**src/rtl/instr_fetch_mem.sv**
```systemverilog
// Instruction fetch memory: one-cycle registered fetch with misaligned/out-of-range faults.
// Optional write port for program loading is enabled by defining IMEM_LOAD_PORT_EN.
module instr_fetch_mem #(
    parameter int                 DATA_W   = 32,
    parameter int                 DEPTH    = 64,
    parameter int                 ADDR_W   = 32,
    parameter logic [DATA_W-1:0]  NOP_WORD = 32'h0000_0013,
    localparam int                IDX_W    = $clog2(DEPTH)
) (
    input  logic              clk,
    input  logic              rst_n,
    input  logic              req_valid,
    output logic              req_ready,
    input  logic [ADDR_W-1:0] req_addr,
    output logic              rsp_valid,
    input  logic              rsp_ready,
    output logic [DATA_W-1:0] rsp_instr,
    output logic [1:0]        rsp_fault,
    output logic [ADDR_W-1:0] rsp_addr,
`ifdef IMEM_LOAD_PORT_EN
    input  logic              ld_en,
    input  logic [IDX_W-1:0]  ld_idx,
    input  logic [DATA_W-1:0] ld_data,
`endif
    input  logic              flush
);

    localparam logic [1:0] FLT_NONE  = 2'b00;
    localparam logic [1:0] FLT_ALIGN = 2'b01;
    localparam logic [1:0] FLT_RANGE = 2'b10;

    // One extra bit keeps the bound exact even when 4*DEPTH fills ADDR_W.
    localparam logic [ADDR_W:0] LIMIT = (ADDR_W+1)'(4 * DEPTH);

    logic              fire;
    logic [DATA_W-1:0] rd_word;
    logic [DATA_W-1:0] nxt_instr;
    logic [1:0]        nxt_fault;

`ifdef IMEM_LOAD_PORT_EN
    logic [IDX_W-1:0]  rd_idx;
    logic [DATA_W-1:0] mem [DEPTH] = '{default: NOP_WORD};

    assign rd_idx = req_addr[IDX_W+1:2];

    // Read is combinational from the pre-edge array, so a same-cycle load returns old data.
    always_ff @(posedge clk) begin
        if (ld_en) mem[ld_idx] <= ld_data;
    end

    assign rd_word = mem[rd_idx];
`else
    assign rd_word = NOP_WORD;
`endif

    assign req_ready = rst_n & (~rsp_valid | rsp_ready);
    assign fire      = req_valid & req_ready;

    always_comb begin
        nxt_instr = '0;
        nxt_fault = FLT_NONE;
        if (req_addr[1:0] != 2'b00) begin
            nxt_fault = FLT_ALIGN;
        end else if ({1'b0, req_addr} >= LIMIT) begin
            nxt_fault = FLT_RANGE;
        end else begin
            nxt_instr = rd_word;
        end
    end

    always_ff @(posedge clk or negedge rst_n) begin
        if (!rst_n) begin
            rsp_valid <= 1'b0;
            rsp_instr <= '0;
            rsp_fault <= FLT_NONE;
            rsp_addr  <= '0;
        end else if (flush) begin
            rsp_valid <= 1'b0;
        end else if (fire) begin
            rsp_valid <= 1'b1;
            rsp_instr <= nxt_instr;
            rsp_fault <= nxt_fault;
            rsp_addr  <= req_addr;
        end else if (rsp_ready) begin
            rsp_valid <= 1'b0;
        end
    end

endmodule

```
**config.mk**
```make
export PLATFORM = sky130hd
export DESIGN_NAME = instr_fetch_mem
export DESIGN_NICKNAME = d
export VERILOG_FILES = /design/src/rtl/instr_fetch_mem.sv
export SDC_FILE = /design/constraint.sdc
export NUM_CORES = 1
export LEC_CHECK = 0
export BUFFER_PORTS_ARGS = -buffer_cell sky130_fd_sc_hd__buf_2
export CAP_MARGIN = 20
export CORE_ASPECT_RATIO = 1.25
export CORE_MARGIN = 4
export CORE_UTILIZATION = 43
export DETAILED_ROUTE_END_ITERATION = 7
export PLACE_DENSITY = 0.8
export SETUP_SLACK_MARGIN = 0.05
export SYNTH_ARGS = -nofsm -noshare
export SYNTH_HDL_FRONTEND = slang
export SYNTH_SLANG_ARGS = --single-unit
```
**constraint.sdc**
```tcl
create_clock -name clk -period 1.7 [get_ports clk]
set_clock_uncertainty 0.15 [all_clocks]
set_input_delay 0.17 -clock clk [delete_from_list [all_inputs] [get_ports clk]]
set_output_delay 0.17 -clock clk [all_outputs]
set_load 0.02 [all_outputs]
```
# --- Word-level counts from Yosys, hierarchy flattened ---
# Index checks and enable logic that the tools add are counted.
op_classes:
  n_lt_le_gt_ge: 1
  mux: 7
  n_bitwise: 5
  n_reduce_logical: 3
ops:
  columns: ["operator", "n"]
  rows:
  - ["32-bit by 9-bit >= comparator with 1-bit output, second input constant", 1]
  - ["32-bit 2-to-1 mux", 1]
  - ["5-bit 2-to-1 mux", 1]
  - ["2-bit 2-to-1 mux", 2]
  - ["1-bit 2-to-1 mux", 3]
  - ["3-bit nonzero test", 1]
  - ["1-bit AND", 2]
  - ["1-bit inverter", 2]
  - ["2-bit AND reduction", 1]
  - ["2-bit nonzero test", 1]
  - ["1-bit OR", 1]
totals:
  register_bits: 67
  in_bits: 37

# --- Longest topological paths before layout ---
logic_depth:
  ltp_word: 6
  depth_mapped: 6

# --- Least setup slack after synthesis ---
# OpenSTA, ideal clock, no wires.
synth_timing:
  kind: "register -> register"
  startpoint: "register rsp_valid"
  endpoint: "register rsp_addr[16]"
  arrival_ns: 1.264
  t_required_ns: 1.425
  setup_slack_ns: 0.161
  stages_incl_launch_ff: 6
  path_buffers: 2
  cell_sequence: "dfrtp_1 nand2b_4 nand4b_2 buf_6 buf_6 mux2_4"
synth_via:
  elab_chain_cells: 5
synth_lines:
  columns: ["item", "line", "text"]
  rows:
  - ["from (decl)", "15", "output logic rsp_valid,"]
  - ["from (signal assigned)", "73", "rsp_valid <= 1'b0;"]
  - ["from (signal assigned)", "78", "rsp_valid <= 1'b0;"]
  - ["from (signal assigned)", "80", "rsp_valid <= 1'b1;"]
  - ["1-bit inverter", "56", "assign req_ready = rst_n & (~rsp_valid | rsp_ready);"]
  - ["1-bit OR", "56", null]
  - ["1-bit AND", "56", null]
  - ["1-bit AND", "57", "assign fire = req_valid & req_ready;"]
  - ["2-bit AND reduction (no source line)", null, null]
  - ["to (signal assigned)", "83", "rsp_addr <= req_addr;"]
  - ["to (decl)", "19", "output logic [ADDR_W-1:0] rsp_addr,"]
# Every way passes these cells.
# A chain may end at the register's enable or synchronous reset.

# --- Worst setup path after layout ---
layout_timing:
  startpoint: "input flush"
  endpoint: "register rsp_addr[24]"
layout_via:
  elab_chain_cells: 2
layout_lines:
  columns: ["item", "line", "text"]
  rows:
  - ["from (decl)", "25", "input logic flush"]
  - ["1-bit inverter (no source line)", null, null]
  - ["2-bit AND reduction (no source line)", null, null]
# Every way passes these cells.

==> impl_metrics.tcl <==
set metrics [dict create \
    cp_cell_sequence "dlygate4sd3_1, buf_2, nand4b_2, buf_12, mux2_4" \
    totalWireLength_um 4120 \
    synth.most_common_cell "dfrtp_1" \
    status "finished, final reports clean" \
    drc_errors 0 \
    start_util_pct 45.2 \
    async_reset_ff_share_pct 100 \
    multi_input_area_um2 682 \
    tns_ns 0 \
    worstMarginPinSlew_ns 0.583 \
    worstReg2RegEnd "rsp_addr[12]$_DFFE_PN0P_" \
    dp_hpwl_um 2780 \
    place_congestion 0.709 \
    cp-start-kind "primary input" \
    synth_top_area_cell "dfrtp_1" \
    ys_ff_latch 36 \
    grt_usage_pct 16.4 \
    vias 1277 \
    worstRegToRegCells 4 \
    antenna_found_initial 0 \
    grt_max_degree 35 \
    crit_fanout 34 \
    rows 25 \
    htree_levels 2 \
    maxCapViolCount 0 \
    min-delay-start "rsp_ready" \
    nNetsFinal 274 \
    wl_per_cell_um 14.1 \
    clkSlewWorstSetupHoldPaths_ns 0.07 \
    postRouteAntennaNets 0 \
    hold_class "in2reg" \
    first_iter_violations 9 \
    grt_pass1_vias 1305 \
    cts_buffers 5 \
    fp.dieH_um 78.8 \
    syn-instance-count 123 \
    crit_type "in2reg" \
    drive_above_1_share_pct 52.9 \
    die_area_um2 5100 \
    whs_endpoint "rsp_valid$_DFFE_PN0P_" \
    r2r_slack_ns 0.22 \
    end_kind "flip-flop" \
    hold_depth 3 \
    seq_area_um2 901 \
    syn-cell-area_um2 1730 \
    grt_pass1_wl_um 6360 \
    final-setup-viol-count 0 \
    n_fill_cell 309 \
    arrival_ns 1.60 \
    relSlewSlack_pct 61.0 \
    period_share_pct 93.4 \
    io_pins 105 \
    p_leak_nw 1.31 \
    period_needed_ns 1.59 \
    final_util_pct 66.3 \
    via_per_inst 4.37 \
    hold_viol 0 \
    reg2reg_from "rsp_valid$_DFFE_PN0P_" \
    syn_area_per_cell_um2 14.0 \
    clk_path_buf_depth 2 \
    die_w_um 64.7 \
    areaGrowthSynthToFinish_pct 46.5 \
    cp_top_family "buffers and inverters" \
    cpMaxStageDelayCell "dlygate4sd3_1" \
    core_area_um2 3820 \
    synthFlopType "dfrtp_1" \
    power_density_nw_per_um2 1050 \
    antennaDiodeCount 0 \
    tritoncts "done" \
    ctsRootBufferMaster "clkbuf_8" \
    synth-edff-count 0 \
    worst_slack_ns 0.113 \
    slowest_delay_ns 0.53 \
    ir_worst_vdd_mv 0.568 \
    clock_latency_ns 0.28 \
    yosys_warnings 0 \
    synth_top_area_share_pct 52.2 \
    ys_seq_area_share_pct 52.2 \
    crit_buf_inv 3 \
    fmax_mhz 630 \
    synth.area.top_cells "dfrtp_1, buf_4, mux2_4" \
    clock_sinks 36 \
    grt_overflow 0 \
    synth_commonest_cells "dfrtp_1, buf_4, mux2_2, mux2_4, nor4_1" \
    rsz0062_at_grt "false" \
    placement.io_buffers 75 \
    yosysUniqueCellTypes 20 \
    firstDrtPassIters 4 \
    pre_cts_slack_ns 0.238 \
    slew_viol_final 0 \
    hold-worst-slack_ns 0.0406 \
    cp_data_required_time_ns 1.72 \
]
final cells by class:
cell class | instances | share of cell area [%]
clock inverters | 2 | 1.38
repair buffers | 114 | 30.4
well taps | 54 | 2.67
flip-flops and latches | 36 | 35.6
multi-input cells | 79 | 27.0
clock buffers | 6 | 2.87
inverters | 1 | 0.148
per-layer routing:
| layer | share of wire (%) | up-vias | GRT usage (%) |
|---|---|---|---|
| met5 | 0 | - | 0 |
| met4 | 0.97 | 0 | 5.07 |
| met3 | 7.4 | 4 | 4.53 |
| met2 | 54 | 59 | 30.0 |
| met1 | 37 | 624 | 18.3 |
| li1 | - | 590 | - |
worst max-delay path by stage:
stage	start	endpoint	slack, ns	cells past startpoint
detailed placement	rsp_valid$_DFFE_PN0P_	rsp_addr[15]$_DFFE_PN0P_	0.24	4
CTS	req_addr[16]	rsp_instr[1]$_DFFE_PN0P_	0.05	6
global route	flush	rsp_addr[24]$_DFFE_PN0P_	0.07	5
finish	flush	rsp_addr[24]$_DFFE_PN0P_	0.11	5
floorplan	rsp_valid$_DFFE_PN0P_	rsp_addr[16]$_DFFE_PN0P_	0.16	5
global placement	rsp_valid$_DFFE_PN0P_	rsp_addr[12]$_DFFE_PN0P_	0.29	4
report_power, final:
part / switching, mW / leakage (nW) / internal, mW / total [mW]
clock: 0.281 / 0.0552 / 0.435 / 0.716
sequential: 0.0835 / 0.429 / 1.02 / 1.10
combinational: 0.461 / 0.828 / 0.374 / 0.835
tightest hold or removal path: cells and delay by family:
family | cells | cell delay (ns)
simple gates | 1 | 0.12
buf+inv | 1 | 0.08
compound gates | 1 | 0.07
cells in the final DEF (no fill, tap or decap):
| cell type | instances |
|---|---|
| clkbuf_8 | 5 |
| bufinv_16 | 1 |
| a21oi_1 | 1 |
| mux2_4 | 15 |
| inv_1 | 1 |
| buf_2 | 75 |
| and2_1 | 1 |
| nand2b_4 | 1 |
| nand2_1 | 2 |
| mux2_2 | 17 |
| clkbuf_1 | 1 |
| o21ai_0 | 1 |
| dfrtp_1 | 36 |
| nand4_1 | 1 |
| nor4_2 | 3 |
| dlygate4sd3_1 | 35 |
| conb_1 | 29 |
| buf_12 | 1 |
| nor4_1 | 3 |
| o41ai_2 | 1 |
| clkinv_2 | 1 |
| nor3_2 | 1 |
| a22o_1 | 1 |
| nand4b_2 | 1 |
| nor2_2 | 1 |
| buf_4 | 3 |
repair_timing:
item | 4_1_cts | 5_1_grt
setup endpoints to repair | 0 | 3
hold buffers | 35 | 0
buffers inserted | 0 | 0
hold endpoints to repair | 68 | 0
resized for setup | 0 | 5
flip-flops by register name (all words and copies together) (netlist names):
signal	count
rsp_fault	2
rsp_addr	32
rsp_valid	1
rsp_instr	1
stage by stage:
step	power [mW]	cells	instance area, um^2
final	2.65	292	2530
after global routing	2.78	292	2530
after CTS	2.68	292	2500
after detailed placement	1.88	249	2050
after global placement	1.86	249	2050
after floorplan	1.65	151	1830
cell families (layout without fill, tap and decap cells):
logic type | after synthesis | in the layout | share of synthesized area [%]
and+or+nand+nor | 14 | 14 | 5.51
buffers and inverters | 36 | 123 | 15.9
DFF | 36 | 36 | 52.2
muxes | 32 | 32 | 24.1
other | 1 | 29 | 0.217
AOI/OAI and AO/OA | 4 | 4 | 2.03
Power figures use the tool's default switching activity.
